==> src/rtl/spmi_pkg.sv <==
// rtl/spmi_pkg.sv - shared widths, capture-word field offsets and channel state type
package spmi_pkg;

    localparam int PKT_W   = 13;
    localparam int TS_W    = 16;

    localparam int PKT_LSB = 0;
    localparam int TS_LSB  = PKT_W;
    localparam int PAR_BIT = TS_LSB + TS_W;
    localparam int OVF_BIT = PAR_BIT + 1;
    localparam int CH_LSB  = OVF_BIT + 1;

    typedef enum logic [1:0] {
        IDLE     = 2'd0,
        PEND     = 2'd1,
        WAIT_CLR = 2'd2
    } ch_state_e;

endpackage

==> src/rtl/spmi_cap_fifo.sv <==
// rtl/spmi_cap_fifo.sv - count-based first-word-fall-through capture FIFO
module spmi_cap_fifo #(
    parameter int WIDTH = 32,
    parameter int DEPTH = 4
) (
    input  logic             sysclk,
    input  logic             reset_n,
    input  logic [WIDTH-1:0] in_tdata,
    input  logic             in_tvalid,
    output logic             in_tready,
    output logic [WIDTH-1:0] out_tdata,
    output logic             out_tvalid,
    input  logic             out_tready
);
    localparam int AW = $clog2(DEPTH);

    logic [WIDTH-1:0] mem [DEPTH];
    logic [AW-1:0]    wr_ptr;
    logic [AW-1:0]    rd_ptr;
    logic [AW:0]      count;
    logic             push;
    logic             pop;

    // Full is judged on the registered count, so a pop never frees a slot for a same-cycle push.
    assign in_tready  = (count != (AW+1)'(DEPTH));
    assign out_tvalid = (count != '0);
    assign out_tdata  = out_tvalid ? mem[rd_ptr] : '0;
    assign push       = in_tvalid & in_tready;
    assign pop        = out_tvalid & out_tready;

    always_ff @(posedge sysclk or negedge reset_n) begin
        if (!reset_n) begin
            wr_ptr <= '0;
            rd_ptr <= '0;
            count  <= '0;
        end else begin
            if (push) wr_ptr <= wr_ptr + 1'b1;
            if (pop)  rd_ptr <= rd_ptr + 1'b1;
            count <= count + (AW+1)'(push) - (AW+1)'(pop);
        end
    end

    always_ff @(posedge sysclk) begin
        if (push) mem[wr_ptr] <= in_tdata;
    end

endmodule

==> src/rtl/spmi_capture_arbiter.sv <==
// rtl/spmi_capture_arbiter.sv - round-robin capture of SPMI receiver frames into a timestamped word stream
module spmi_capture_arbiter #(
    parameter int  NCH   = 2,
    parameter int  PKT_W = spmi_pkg::PKT_W,
    parameter int  TS_W  = spmi_pkg::TS_W,
    parameter int  DEPTH = 4,
    localparam int CHW   = (NCH > 1) ? $clog2(NCH) : 1,
    localparam int OUT_W = CHW + 2 + TS_W + PKT_W
) (
    input  logic               sysclk,
    input  logic               reset_n,
    input  logic [NCH*PKT_W-1:0] pkt_in,
    input  logic [NCH-1:0]     pkt_valid,
    input  logic [NCH-1:0]     pkt_overflow,
    output logic [NCH-1:0]     pkt_fetched,
    output logic [OUT_W-1:0]   out_data,
    output logic               out_valid,
    input  logic               out_ready,
    input  logic               clear_ovf,
    output logic [NCH-1:0]     ovf_seen
);
    import spmi_pkg::*;

    ch_state_e        st     [NCH];
    ch_state_e        st_nxt [NCH];
    logic [TS_W-1:0]  ts_q   [NCH];
    logic [TS_W-1:0]  ts_cnt;
    logic [CHW-1:0]   last_grant;
    logic [CHW-1:0]   gnt_ch;
    logic [CHW-1:0]   cand;
    logic             gnt_vld;
    logic             fifo_ready;
    logic [PKT_W-1:0] gnt_pkt;
    logic [OUT_W-1:0] push_word;

    // Search starts just after the last winner so every pending channel gets a turn.
    always_comb begin
        gnt_vld = 1'b0;
        gnt_ch  = '0;
        cand    = '0;
        for (int i = 1; i <= NCH; i++) begin
            cand = CHW'((int'(last_grant) + i) % NCH);
            if (!gnt_vld && fifo_ready && st[cand] == PEND) begin
                gnt_vld = 1'b1;
                gnt_ch  = cand;
            end
        end
    end

    // The receiver holds its frame until fetched, so it is read straight off the port.
    assign gnt_pkt   = pkt_in[int'(gnt_ch)*PKT_W +: PKT_W];
    assign push_word = {gnt_ch, pkt_overflow[gnt_ch], ^gnt_pkt, ts_q[gnt_ch], gnt_pkt};

    always_comb begin
        for (int k = 0; k < NCH; k++) begin
            st_nxt[k] = st[k];
            case (st[k])
                IDLE:     if (pkt_valid[k]) st_nxt[k] = PEND;
                PEND:     if (gnt_vld && gnt_ch == CHW'(k)) st_nxt[k] = WAIT_CLR;
                WAIT_CLR: if (!pkt_valid[k]) st_nxt[k] = IDLE;
                default:  st_nxt[k] = IDLE;
            endcase
        end
    end

    always_ff @(posedge sysclk or negedge reset_n) begin
        if (!reset_n) begin
            for (int k = 0; k < NCH; k++) begin
                st[k]   <= IDLE;
                ts_q[k] <= '0;
            end
        end else begin
            for (int k = 0; k < NCH; k++) begin
                st[k] <= st_nxt[k];
                if (st[k] == IDLE && pkt_valid[k]) ts_q[k] <= ts_cnt;
            end
        end
    end

    always_ff @(posedge sysclk or negedge reset_n) begin
        if (!reset_n) begin
            pkt_fetched <= '0;
            last_grant  <= CHW'(NCH - 1);
            ts_cnt      <= '0;
            ovf_seen    <= '0;
        end else begin
            pkt_fetched <= '0;
            if (gnt_vld) begin
                pkt_fetched[gnt_ch] <= 1'b1;
                last_grant          <= gnt_ch;
            end
            ts_cnt   <= ts_cnt + 1'b1;
            ovf_seen <= pkt_overflow | (ovf_seen & ~{NCH{clear_ovf}});
        end
    end

    spmi_cap_fifo #(
        .WIDTH(OUT_W),
        .DEPTH(DEPTH)
    ) u_fifo (
        .sysclk     (sysclk),
        .reset_n    (reset_n),
        .in_tdata   (push_word),
        .in_tvalid  (gnt_vld),
        .in_tready  (fifo_ready),
        .out_tdata  (out_data),
        .out_tvalid (out_valid),
        .out_tready (out_ready)
    );

endmodule

==> config.mk <==
export PLATFORM = sky130hd
export DESIGN_NAME = spmi_capture_arbiter
export DESIGN_NICKNAME = d
export VERILOG_FILES = /design/src/rtl/spmi_pkg.sv /design/src/rtl/spmi_cap_fifo.sv /design/src/rtl/spmi_capture_arbiter.sv
export SDC_FILE = /design/constraint.sdc
export NUM_CORES = 1
export LEC_CHECK = 0
export ABC_CLOCK_PERIOD_IN_PS = 4900
export BUFFER_PORTS_ARGS = -buffer_cell sky130_fd_sc_hd__buf_2
export CELL_PAD_IN_SITES_DETAIL_PLACEMENT = 0
export CELL_PAD_IN_SITES_GLOBAL_PLACEMENT = 1
export CORE_AREA = 4 4 122 135
export DETAILED_ROUTE_END_ITERATION = 7
export DIE_AREA = 0 0 126 139
export PLACE_DENSITY_LB_ADDON = 0.1
export SKIP_CTS_REPAIR_TIMING = 1
export SLEW_MARGIN = 10
export SYNTH_ARGS = -nofsm -noshare
export SYNTH_HDL_FRONTEND = slang
export SYNTH_SLANG_ARGS = --single-unit
export TNS_END_PERCENT = 50
==> constraint.sdc <==
create_clock -name sysclk -period 4.9 [get_ports sysclk]
set_input_delay 0.98 -clock sysclk [delete_from_list [all_inputs] [get_ports sysclk]]
set_output_delay 0.98 -clock sysclk [all_outputs]
set_load 0.02 [all_outputs]
-- Word-level counts from Yosys, hierarchy flattened
Memory sizes are Yosys's and may differ from the RTL's.
Index checks and enable logic that the tools add are counted.
- $add $sub $neg: 7
- reduce and logical (&&, ||, !) cells: 15
- shifts and indexed selects: 1
- $mul: 1
- mux-type cells: 29
- magnitude comparators: 5
- eq/ne operators: 13
- bitwise operators: 9
- operator list (operator ; number):
    16-bit two-way mux ; 3
    32-bit two-way mux ; 1
    2-bit two-way mux ; 13
    26-bit by 6-bit indexed part select with 13-bit output ; 1
    16-bit by 1-bit adder with 16-bit output, second input constant ; 1
    13-bit XOR reduction ; 1
    2-bit inequality test, second input constant ; 6
    2-bit one-hot mux with 3 select lines ; 2
    1-bit two-way mux ; 9
    2-bit by 1-bit equality test with 1-bit output, second input constant ; 4
    1-bit logical AND ; 8
    2-bit greater-or-equal comparator, second input constant ; 3
    1-bit inverter with 2-bit output ; 3
    3-bit AND reduction ; 2
    1-bit by 4-bit multiplier with 5-bit output, second input constant ; 1
    2-bit by 1-bit adder with 2-bit output, second input constant ; 2
    2-bit equality test, second input constant ; 2
    2-bit logical NOT ; 2
    3-bit by 1-bit adder with 3-bit output ; 1
    3-bit inequality test, second input constant ; 1
    3-bit nonzero test ; 1
    3-bit by 1-bit subtractor with 3-bit output ; 1
    1-bit adder, second input constant ; 2
    1-bit bitwise AND ; 2
    8 further kinds ; 8
- logic and storage cells: 92
- register bits: 64
- output and inout bits: 37
- input bits: 34
- bits in writable memories: 128
- memories: 1
- memories (name ; words ; width ; read ports ; clocked after memory_dff ; wr ports ; RTL line ; RTL):
    u_fifo.mem ; 4 ; 32 ; 1 ; 0 ; 1 ; spmi_cap_fifo.sv:17 ; logic [WIDTH-1:0] mem [DEPTH];

-- Logic depth before layout (Yosys ltp)
Gate-level depths: netlist (run 1).
- depth after elaboration: 17
- depth in mapped cells: 9
- gate-level depth less buffers: 9

-- By module
From an unflattened synthesis (run 1), not the netlist that was laid out.
- cells, all modules: 505
- area total of the unflattened synthesis: 8124.0 um^2
- modules (own cells, without submodules) (module ; cells an instance ; area each (um^2) ; times used ; sequential area each (um^2)):
    spmi_cap_fifo ; 239 ; 5288.8 ; 1 ; 4018.9
    spmi_capture_arbiter ; 266 ; 2835.2 ; 1 ; 1427.6

-- Worst setup path before layout (run 1)
Ideal clock, no wire load.
- kind: input port to flip-flop
- start point: in out_ready
- end point: reg u_fifo.count[2]
- required time: 4777 ps
- stages: 8
- setup time: 123 ps
- slack: 2530 ps
- arrival time: 2248 ps
- path buffers: 0
- cell sequence: and2_1 ha_1 inv_1 ha_1 inv_1 fa_1 xnor2_1 xnor2_1
- longest elaborated chain between the ends: 2
- ends and longest elaborated chain (element ; RTL line ; RTL):
    start, declared ; spmi_capture_arbiter.sv:18 ; input logic out_ready,
    1-bit bitwise AND ; spmi_cap_fifo.sv:29 ; assign pop = out_tvalid & out_tready;
    3-bit by 1-bit subtractor with 3-bit output ; spmi_cap_fifo.sv:39 ; count <= count + (AW+1)'(push) - (AW+1)'(pop);
    end signal, assigned ; spmi_cap_fifo.sv:39 ;
    end, declared ; spmi_cap_fifo.sv:20 ; logic [AW:0] count;
Every way passes these cells.
A chain may end at the register's enable or synchronous reset.

-- Final worst setup path (run 1)
- start point: reg u_fifo.rd_ptr[0]
- end point: out out_data[21]
- longest elaborated chain between the ends: 2
- ends and longest elaborated chain (element ; RTL line ; RTL):
    start, declared ; spmi_cap_fifo.sv:19 ; logic [AW-1:0] rd_ptr;
    start signal, assigned ; spmi_cap_fifo.sv:38 ; if (pop) rd_ptr <= rd_ptr + 1'b1;
    memory read 4 x 32 bit ; -- ;
    32-bit two-way mux ; spmi_cap_fifo.sv:27 ; assign out_tdata = out_tvalid ? mem[rd_ptr] : '0;
    end, declared ; spmi_capture_arbiter.sv:16 ; output logic [OUT_W-1:0] out_data,
Every way passes these cells.

==> results.toml, run 1 <==
[final_layout]
multi_input_comb_area_sq_um = 2520
register_area_sq_um = 5450
insertedDiodeCount = 0
fillCellCount = 1166
final_nets = 566
area_growth_pct = 13.6
drive_above_1_share = 0.376

[drt]
drtIter0Drc = 263
post_drt_wl_per_cell_um = 18.4
drc = 0
top_layer_used = "met4"
wl_met1_mm = 5.87
firstDrtPassIters = 4
routed-wl-met2_mm = 6.95
wirelength_mm = 13.5
wl_met3_um = 466
final_antenna_net_count = 0
dr_total_vias = 3946
via_per_inst = 5.38

[timing]
final_hold_viol_count = 0
skew_ns = 0.00830
worst_hold_slack_ns = 0.480
setup_tns_ns = 0
layout_min_cycle_time_ns = 3.53
timing.final.setup_violations = 0
rsz0062_at_grt = "no"
tightest_slew_ns = 0.939
slew_viol_final = 0
slew_headroom = 0.374
fmax_ghz = 0.283
setup_ws_ns = 1.37
fin_crit_sh = 0.720

[setup_path]
start_kind = "flip-flop"
worst-path-max-fanout = 22
endpoint_kind = "primary output"
worstPathArrival_ns = 2.55
critPathKind = "reg2out"
critPathRequiredTime_ns = 3.92

[synthesis]
synth_common_cells = "edfxtp_1 (128), dfrtp_1 (63), mux2_2 (41), and2_1 (38), mux4_2 (32)"
netlist_area_sq_um = 8160
synthArstFlopShare = 0.333
synth.largest_area_cell = "edfxtp_1"
synth_top_area_frac = 0.471
avgSynthCellArea_sq_um = 18.3
syn_inst = 446
ys_seq_elements = 192
yosysSeqAreaShare = 0.667
yosysUniqueCellTypes = 40
synth_ff_type = "edfxtp_1"
synth_edf_count = 128
synth_area_leaders = "edfxtp_1 (47%), dfrtp_1 (19%), mux4_2 (8.8%)"
synth_top_family_by_area = "multiplexers"
muxShareOfSynthArea = 0.182
yosys.area_share.simple = 0.0566
synth-xor-area-share = 0.0498
synth_nets = 488
yosys_warnings = 0
synth-adder-area-share = 0.0132
synth_compound_area_frac = 0.00659
synth_most_common_cell = "edfxtp_1"

[global_route]
grt_pass1_wl_mm = 22.2
overflow = 0
grt_pass1_vias = 4123
grt_use_total = 0.165
antenna_found_initial = 0
grt_max_degree = 37

[floorplanning]
ios = 71
die_area_sq_um = 17500
initial_core_util = 0.542
core.rowCount = 47
die_h_um = 139
die_x_um = 126
core_sq_um = 15100

[clock_network]
cts_root_buffer = "clkbuf_16"
insertion_delay_ns = 0.42
cts_made_buffers = 17
cts_tree = "done"
cts_max_level = 4
clock-sinks = 192
clkTransAtPathRegs_ns = 0.07
cts.path.max_buffers = 2

[power_and_ir_drop]
leakage_nw = 3.67
power_density_nw_per_um2 = 630
peakVddDrop_mv = 0.371

[status]
status = "complete, no violations"

[placed_design]
gp_congestion = 0.741
dpl.hpwl_mm = 8.58
pre_cts_slack_ns = 1.74
numPortBuffers = 70

[run]
maxCapViolCount = 0

[hold_path]
hp-class = "reg2reg"
==> path summary, 6_finish.rpt <==
path / end / slack (ns) / depth (start not counted) / start
worst max-delay path: out_data[21] / 1.37 / 4 / u_fifo.rd_ptr[0]$_DFFE_PN0P_
worst min-delay path: ts_q[19]$_DFFE_PN0P_ / 0.48 / 1 / ts_q[19]$_DFFE_PN0P_
worst max register to register: u_fifo.count[2]$_DFF_PN0_ / 2.29 / 10 / u_fifo.count[1]$_DFF_PN0_
worst min register to register: ts_q[19]$_DFFE_PN0P_ / 0.48 / 1 / ts_q[19]$_DFFE_PN0P_
max in group asynchronous: u_fifo.rd_ptr[1]$_DFFE_PN0P_ / 3.39 / 2 / reset_n
min in group asynchronous: ts_q[1]$_DFFE_PN0P_ / 0.57 / 1 / reset_n
==> cells by family (layout without fill, tap and decap cells) <==
group / count (synthesis) / count (layout)
fa+ha+maj: 8 / 8
buf+inv: 32 / 123
mux: 96 / 96
xor+xnor: 37 / 37
compound gates: 7 / 7
flops: 192 / 192
simple gates: 74 / 74
==> critical path, cell delays in order (launching register included) <==
cell,delay (ns)
dfrtp_2,0.84
buf_4,0.40
mux4_2,0.55
and2_1,0.17
buf_2,0.15
==> final cells by class <==
cell class              instances  area share
well taps                     196      0.0265
clock inverters                14      0.0178
repair buffers                 78      0.0443
multi-input cells             222       0.272
flip-flops and latches        192       0.588
inverters                      13     0.00527
clock buffers                  18      0.0463
==> flip-flops by register name, indices dropped and copies added, names as in the netlist <==
signal and flops:
u_fifo.count 3, ts_q 32, ts_cnt 16, st 4, u_fifo.wr_ptr 2, u_fifo.rd_ptr 2, pkt_fetched 2, u_fifo.mem 128
last_grant 1, ovf_seen 2
==> through the flow <==
step | instances | instance area, sq um | utilization | power, W
2_1_floorplan | 446 | 8160 | - | 0.00401
3_3_place_gp | 701 | 8670 | 0.576 | 0.00452
4_1_cts | 733 | 9270 | 0.616 | 0.00594
5_1_grt | 733 | 9270 | 0.616 | 0.00619
6_report | 733 | 9270 | 0.616 | 0.00584
3_5_place_dp | 701 | 8670 | 0.576 | 0.00457
==> per-layer routing <==
layer,vias to the layer above,GRT usage
met5,-,0
met4,0,0.0610
met3,14,0.0358
met2,70,0.267
met1,2036,0.222
li1,1826,-
==> layout by cell type (no fill, tap or decap), drive strengths merged, types with 7 or more instances in the layout <==
| cell | count |
|---|---|
| ha | 7 |
| and2 | 38 |
| buf | 78 |
| nand2 | 9 |
| mux2 | 63 |
| nand3 | 9 |
| mux4 | 32 |
| clkbuf | 18 |
| xnor2 | 26 |
| dfrtp | 63 |
| inv | 15 |
| edfxtp | 128 |
==> power by group <==
group,internal [W],switching (W)
registers,0.00227,0.000231
clock network,0.000801,0.000563
logic,0.000906,0.00107
total,0.00397,0.00187
No activity file was read; power rests on OpenSTA's default activity.
==> inputs of run 2 (changes only) <==
Settings changed: ABC_CLOCK_PERIOD_IN_PS 4900 to 2850, CORE_AREA 4 4 122 135 to 4 4 132 147, DIE_AREA 0 0 126 139 to 0 0 136 151.
Clock period 4.9 ns to 2.85 ns, I/O delays scaled along.
==> run 2 against run 1 <==
Against the previous run:
- sequential share of layout area fell by 0.60 points
- non-clock buffer count rose by 6
- utilization fell by 9.6 points
- highest routed layer unchanged
- die area rose by 17%
- critical path type unchanged
- largest cell class unchanged
- critical endpoint is now out_data[23]
- wire length rose by 10%
- design area rose by 1.0%
==> results.toml, run 2 (synthesized netlist as in run 1, its figures left out) <==
[power_and_ir_drop]
power.internal_w = 0.00674
netSwitchingFraction = 0.333
power_frac_comb = 0.372
peakVddDrop_mv = 0.510
clkPwrFrac = 0.221
p_seq_frac = 0.406
switching_power_w = 0.00337
leakage_nw = 3.69
power_density_nw_per_um2 = 1080

[drt]
post_drt_wl_per_cell_um = 18.9
firstDrtPassIters = 4
drtIter0Drc = 247
dr_total_vias = 3934
via_per_inst = 5.01
wirelength_mm = 14.9
drc = 0
final_antenna_net_count = 0

[run]
maxCapViolCount = 0

[floorplanning]
die_h_um = 151
initial_core_util = 0.453
ios = 71
die_area_sq_um = 20500
die_x_um = 136
core.rowCount = 52
core_sq_um = 18000

[final_layout]
top_register = "u_fifo.mem"
largest_reg_flops = 128
final_util = 0.519
final_common_cell = "edfxtp_1"
area_growth_pct = 14.7
fillCellCount = 1514
final_nets = 572
top_regs = "u_fifo.mem: 128 flops, ts_q: 32 flops, ts_cnt: 16 flops"
insertedDiodeCount = 0
drive_above_1_share = 0.385
fin_area_sq_um = 9360
mostFrequentLayoutCells = "edfxtp_1 (128), buf_2 (70), dfrtp_1 (62), mux2_2 (41), and2_1 (38)"

[global_route]
grt_max_degree = 37
grtUsageMet1 = 0.203
antenna_found_initial = 0
grt_pass1_wl_mm = 23.7
overflow = 0
global_route.usage.met3 = 0.0319
grt_use_met2 = 0.263
gr-max-usage-layer = "met2"
grt_pass1_vias = 4309
grt_use_total = 0.155

[clock_network]
clock-sinks = 192
cts_made_buffers = 17
clkTransAtPathRegs_ns = 0.07
cts_max_level = 4
cts_tree = "done"
insertion_delay_ns = 0.42
cts_root_buffer = "clkbuf_16"
cts.path.max_buffers = 2

[setup_path]
endpoint_kind = "primary output"
critPathBufInv = 2
critPathSlowestCell = "mux4_2"
worstPathArrival_ns = 1.94
critPathKind = "reg2out"
worst-path-max-fanout = 13
critPathRequiredTime_ns = 2.28
cp_slowest_stage_delay_ns = 0.53
start_kind = "flip-flop"
worstPathCellList = "buf_4, mux4_2, and2_1, buf_2"
critPathTopFamily = "multiplexers"

[status]
status = "complete, no violations"

[placed_design]
place_area_sq_um = 8800
numPortBuffers = 70
gp_congestion = 0.728
dpl.hpwl_mm = 9.16
pre_cts_slack_ns = 0.563

[timing]
layout_min_cycle_time_ns = 2.51
rsz0062_at_grt = "no"
fin_crit_sh = 0.882
slew_headroom = 0.642
fmax_ghz = 0.398
slew_viol_final = 0
setup_ws_ns = 0.337
skew_ns = 0.00920
setup_tns_ns = 0
timing.final.setup_violations = 0
tightest_slew_ns = 0.537
final_hold_viol_count = 0
worst_hold_slack_ns = 0.0985

[hold_path]
hp-class = "in2async"
-- run 2: per-layer routing --
layer  wire, um  vias up
li1           -     1839
met1       6650     2026
met2       7580       60
met3        492        9
met4        136        0
met5          0        -
-- run 2: final timing paths --
path	endpoint	slack, ns	depth (start not counted)	startpoint
max	out_data[23]	0.34	4	u_fifo.rd_ptr[0]$_DFFE_PN0P_
min	u_fifo.wr_ptr[0]$_DFFE_PN0P_	0.1	1	reset_n
max reg2reg	u_fifo.count[2]$_DFF_PN0_	0.56	9	u_fifo.count[1]$_DFF_PN0_
min reg2reg	ts_q[18]$_DFFE_PN0P_	0.48	1	ts_q[18]$_DFFE_PN0P_
max in group asynchronous	ts_q[7]$_DFFE_PN0P_	2.00	2	reset_n
min in group sysclk	ovf_seen[1]$_DFF_PN0_	0.36	2	pkt_overflow[1]
-- run 2: stage by stage --
| stage | instances | total power (W) |
|---|---|---|
| global route | 786 | 0.0107 |
| CTS | 786 | 0.0103 |
| detailed placement | 754 | 0.00805 |
| finish | 786 | 0.0101 |
| floorplan | 446 | 0.00690 |
| global placement | 754 | 0.00794 |
-- run 2: power by group through the flow --
stage | logic, W | registers [W] | clock network (W)
final | 0.00376 | 0.00411 | 0.00224
after global routing | 0.00410 | 0.00417 | 0.00243
after CTS | 0.00389 | 0.00411 | 0.00231
after detailed placement | 0.00388 | 0.00417 | 0
after global placement | 0.00381 | 0.00413 | 0
after floorplan | 0.00278 | 0.00412 | 0
-- run 2: cell type report --
cell class | instances | area [sq um] | area share
multi-input combinational | 222 | 2520 | 0.269
clock buffer | 17 | 425 | 0.0455
tap | 243 | 304 | 0.0325
inverter | 13 | 48.8 | 0.00521
sequential | 192 | 5450 | 0.582
clock inverter | 15 | 134 | 0.0143
timing repair buffer | 84 | 480 | 0.0513
==> inputs of run 3 (changes only) <==
Settings changed: ABC_CLOCK_PERIOD_IN_PS 2850 to 2730, CORE_AREA 4 4 132 147 to 4 4 126 140, DIE_AREA 0 0 136 151 to 0 0 130 144.
Clock period 2.85 ns to 2.73 ns, I/O delays scaled along.
==> run 3 against run 2 <==
Against the previous run:
- sequential power is 5.4% higher
- worst setup slack worse by 0.15 ns
- global-route usage is 0.66 points higher
- critical path depth stayed put
- cell count is 4.2% lower
- clock power is 13% higher
- register-to-register slack worse by 0.13 ns
- design area is 1.3% higher
- die area is 8.8% lower
- largest cell class unchanged
- largest power group unchanged
==> results.toml, run 3 (synthesized netlist as in run 1, its figures left out) <==
[drt]
post_drt_wl_per_cell_um = 18.3
final_antenna_net_count = 0
firstDrtPassIters = 4
drtIter0Drc = 195
via_per_inst = 5.29
drc = 0
dr_total_vias = 3983
wirelength_mm = 13.8

[timing]
skew_ns = 0.00605
layout_min_cycle_time_ns = 2.54
timing.final.setup_violations = 0
setup_tns_ns = 0
rsz0062_at_grt = "no"
slew_viol_final = 0
slew_headroom = 0.629
final_hold_viol_count = 0
fmax_ghz = 0.394
tightest_slew_ns = 0.557
worst_hold_slack_ns = 0.105
fin_crit_sh = 0.930

[setup_path]
worst-path-max-fanout = 21
critPathBufInv = 2
critPathKind = "reg2out"
critPathSlowestCell = "mux4_2"
endpoint_kind = "primary output"
worstPathCellList = "buf_12, mux4_2, and2_1, buf_2"
critPathRequiredTime_ns = 2.18
worstPathArrival_ns = 1.99
critPathTopFamily = "multiplexers"
cp_slowest_stage_delay_ns = 0.52
start_kind = "flip-flop"

[placed_design]
numPortBuffers = 70
gp_congestion = 0.746
place_area_sq_um = 8810
dpl.hpwl_mm = 8.89

[power_and_ir_drop]
leakage_nw = 3.76
power_density_nw_per_um2 = 1140
peakVddDrop_mv = 0.738

[global_route]
antenna_found_initial = 0
grt_max_degree = 34
overflow = 0
grt_pass1_wl_mm = 22.6
grt_use_total = 0.162
grt_pass1_vias = 4275

[final_layout]
final_nets = 578
final_common_cell = "edfxtp_1"
largest_reg_flops = 128
top_register = "u_fifo.mem"
top_regs = "u_fifo.mem: 128 flops, ts_q: 32 flops, ts_cnt: 16 flops"
register_area_sq_um = 5450
insertedDiodeCount = 0
area_growth_pct = 16.1
fillCellCount = 1233
drive_above_1_share = 0.392
fin_area_sq_um = 9480
mostFrequentLayoutCells = "edfxtp_1 (128), buf_2 (70), dfrtp_1 (62), mux2_2 (41), and2_1 (38)"
multi_input_comb_area_sq_um = 2520

[clock_network]
clkTransAtPathRegs_ns = 0.06
cts_max_level = 4
clock-sinks = 192
cts_root_buffer = "clkbuf_16"
cts_made_buffers = 17
cts.path.max_buffers = 2
cts_tree = "done"
insertion_delay_ns = 0.42

[floorplanning]
core_sq_um = 16200
die_area_sq_um = 18700
initial_core_util = 0.504
die_h_um = 144
die_x_um = 130
core.rowCount = 49
ios = 71

[hold_path]
hp-class = "in2async"

[run]
maxCapViolCount = 0

[status]
status = "complete, no violations"
==> run 3: area by class of cell <==
| type | instances | share of cell area |
|---|---|---|
| inverter | 13 | 0.00515 |
| multi-input combinational | 222 | 0.266 |
| tap | 204 | 0.0269 |
| clock buffer | 17 | 0.0449 |
| clock inverter | 15 | 0.0202 |
| timing repair buffer | 90 | 0.0620 |
| sequential | 192 | 0.575 |
==> run 3: report_power, final <==
| group | total [W] | internal (W) | switching [W] |
|---|---|---|---|
| registers | 0.00433 | 0.00406 | 0.000262 |
| clock network | 0.00254 | 0.00152 | 0.00102 |
| logic | 0.00397 | 0.00183 | 0.00214 |
==> run 3: worst paths after layout <==
| kind | depth (start not counted) | startpoint | to | slack (ns) |
|---|---|---|---|---|
| worst min-delay path | 1 | reset_n | u_fifo.wr_ptr[0]$_DFFE_PN0P_ | 0.10 |
| worst max-delay path | 4 | u_fifo.rd_ptr[0]$_DFFE_PN0P_ | out_data[15] | 0.19 |
| worst min register to register | 1 | ovf_seen[0]$_DFF_PN0_ | ovf_seen[0]$_DFF_PN0_ | 0.47 |
| worst max register to register | 9 | u_fifo.count[1]$_DFF_PN0_ | u_fifo.count[2]$_DFF_PN0_ | 0.43 |
| min in group sysclk | 2 | pkt_overflow[0] | ovf_seen[0]$_DFF_PN0_ | 0.32 |
| max in group asynchronous | 2 | reset_n | ts_cnt[7]$_DFF_PN0_ | 1.88 |
==> run 3: per-layer routing <==
layer  wire length (um)  GRT usage  share of wire
met4                238     0.0580          0.017
met5                  0          0              0
met1               5780      0.206           0.42
met2               7260      0.275           0.53
met3                505     0.0344          0.037
==> run 3: through the flow <==
step / worst slack [ns] / std cells / utilization / power (W)
finish: 0.191 / 753 / 0.586 / 0.0108
detailed placement: 0.434 / 715 / 0.545 / 0.00842
CTS: 0.0112 / 747 / 0.583 / 0.0110
global placement: 0.481 / 715 / 0.545 / 0.00833
global route: 0.0897 / 753 / 0.586 / 0.0115
floorplan: 0.458 / 446 / - / 0.00720
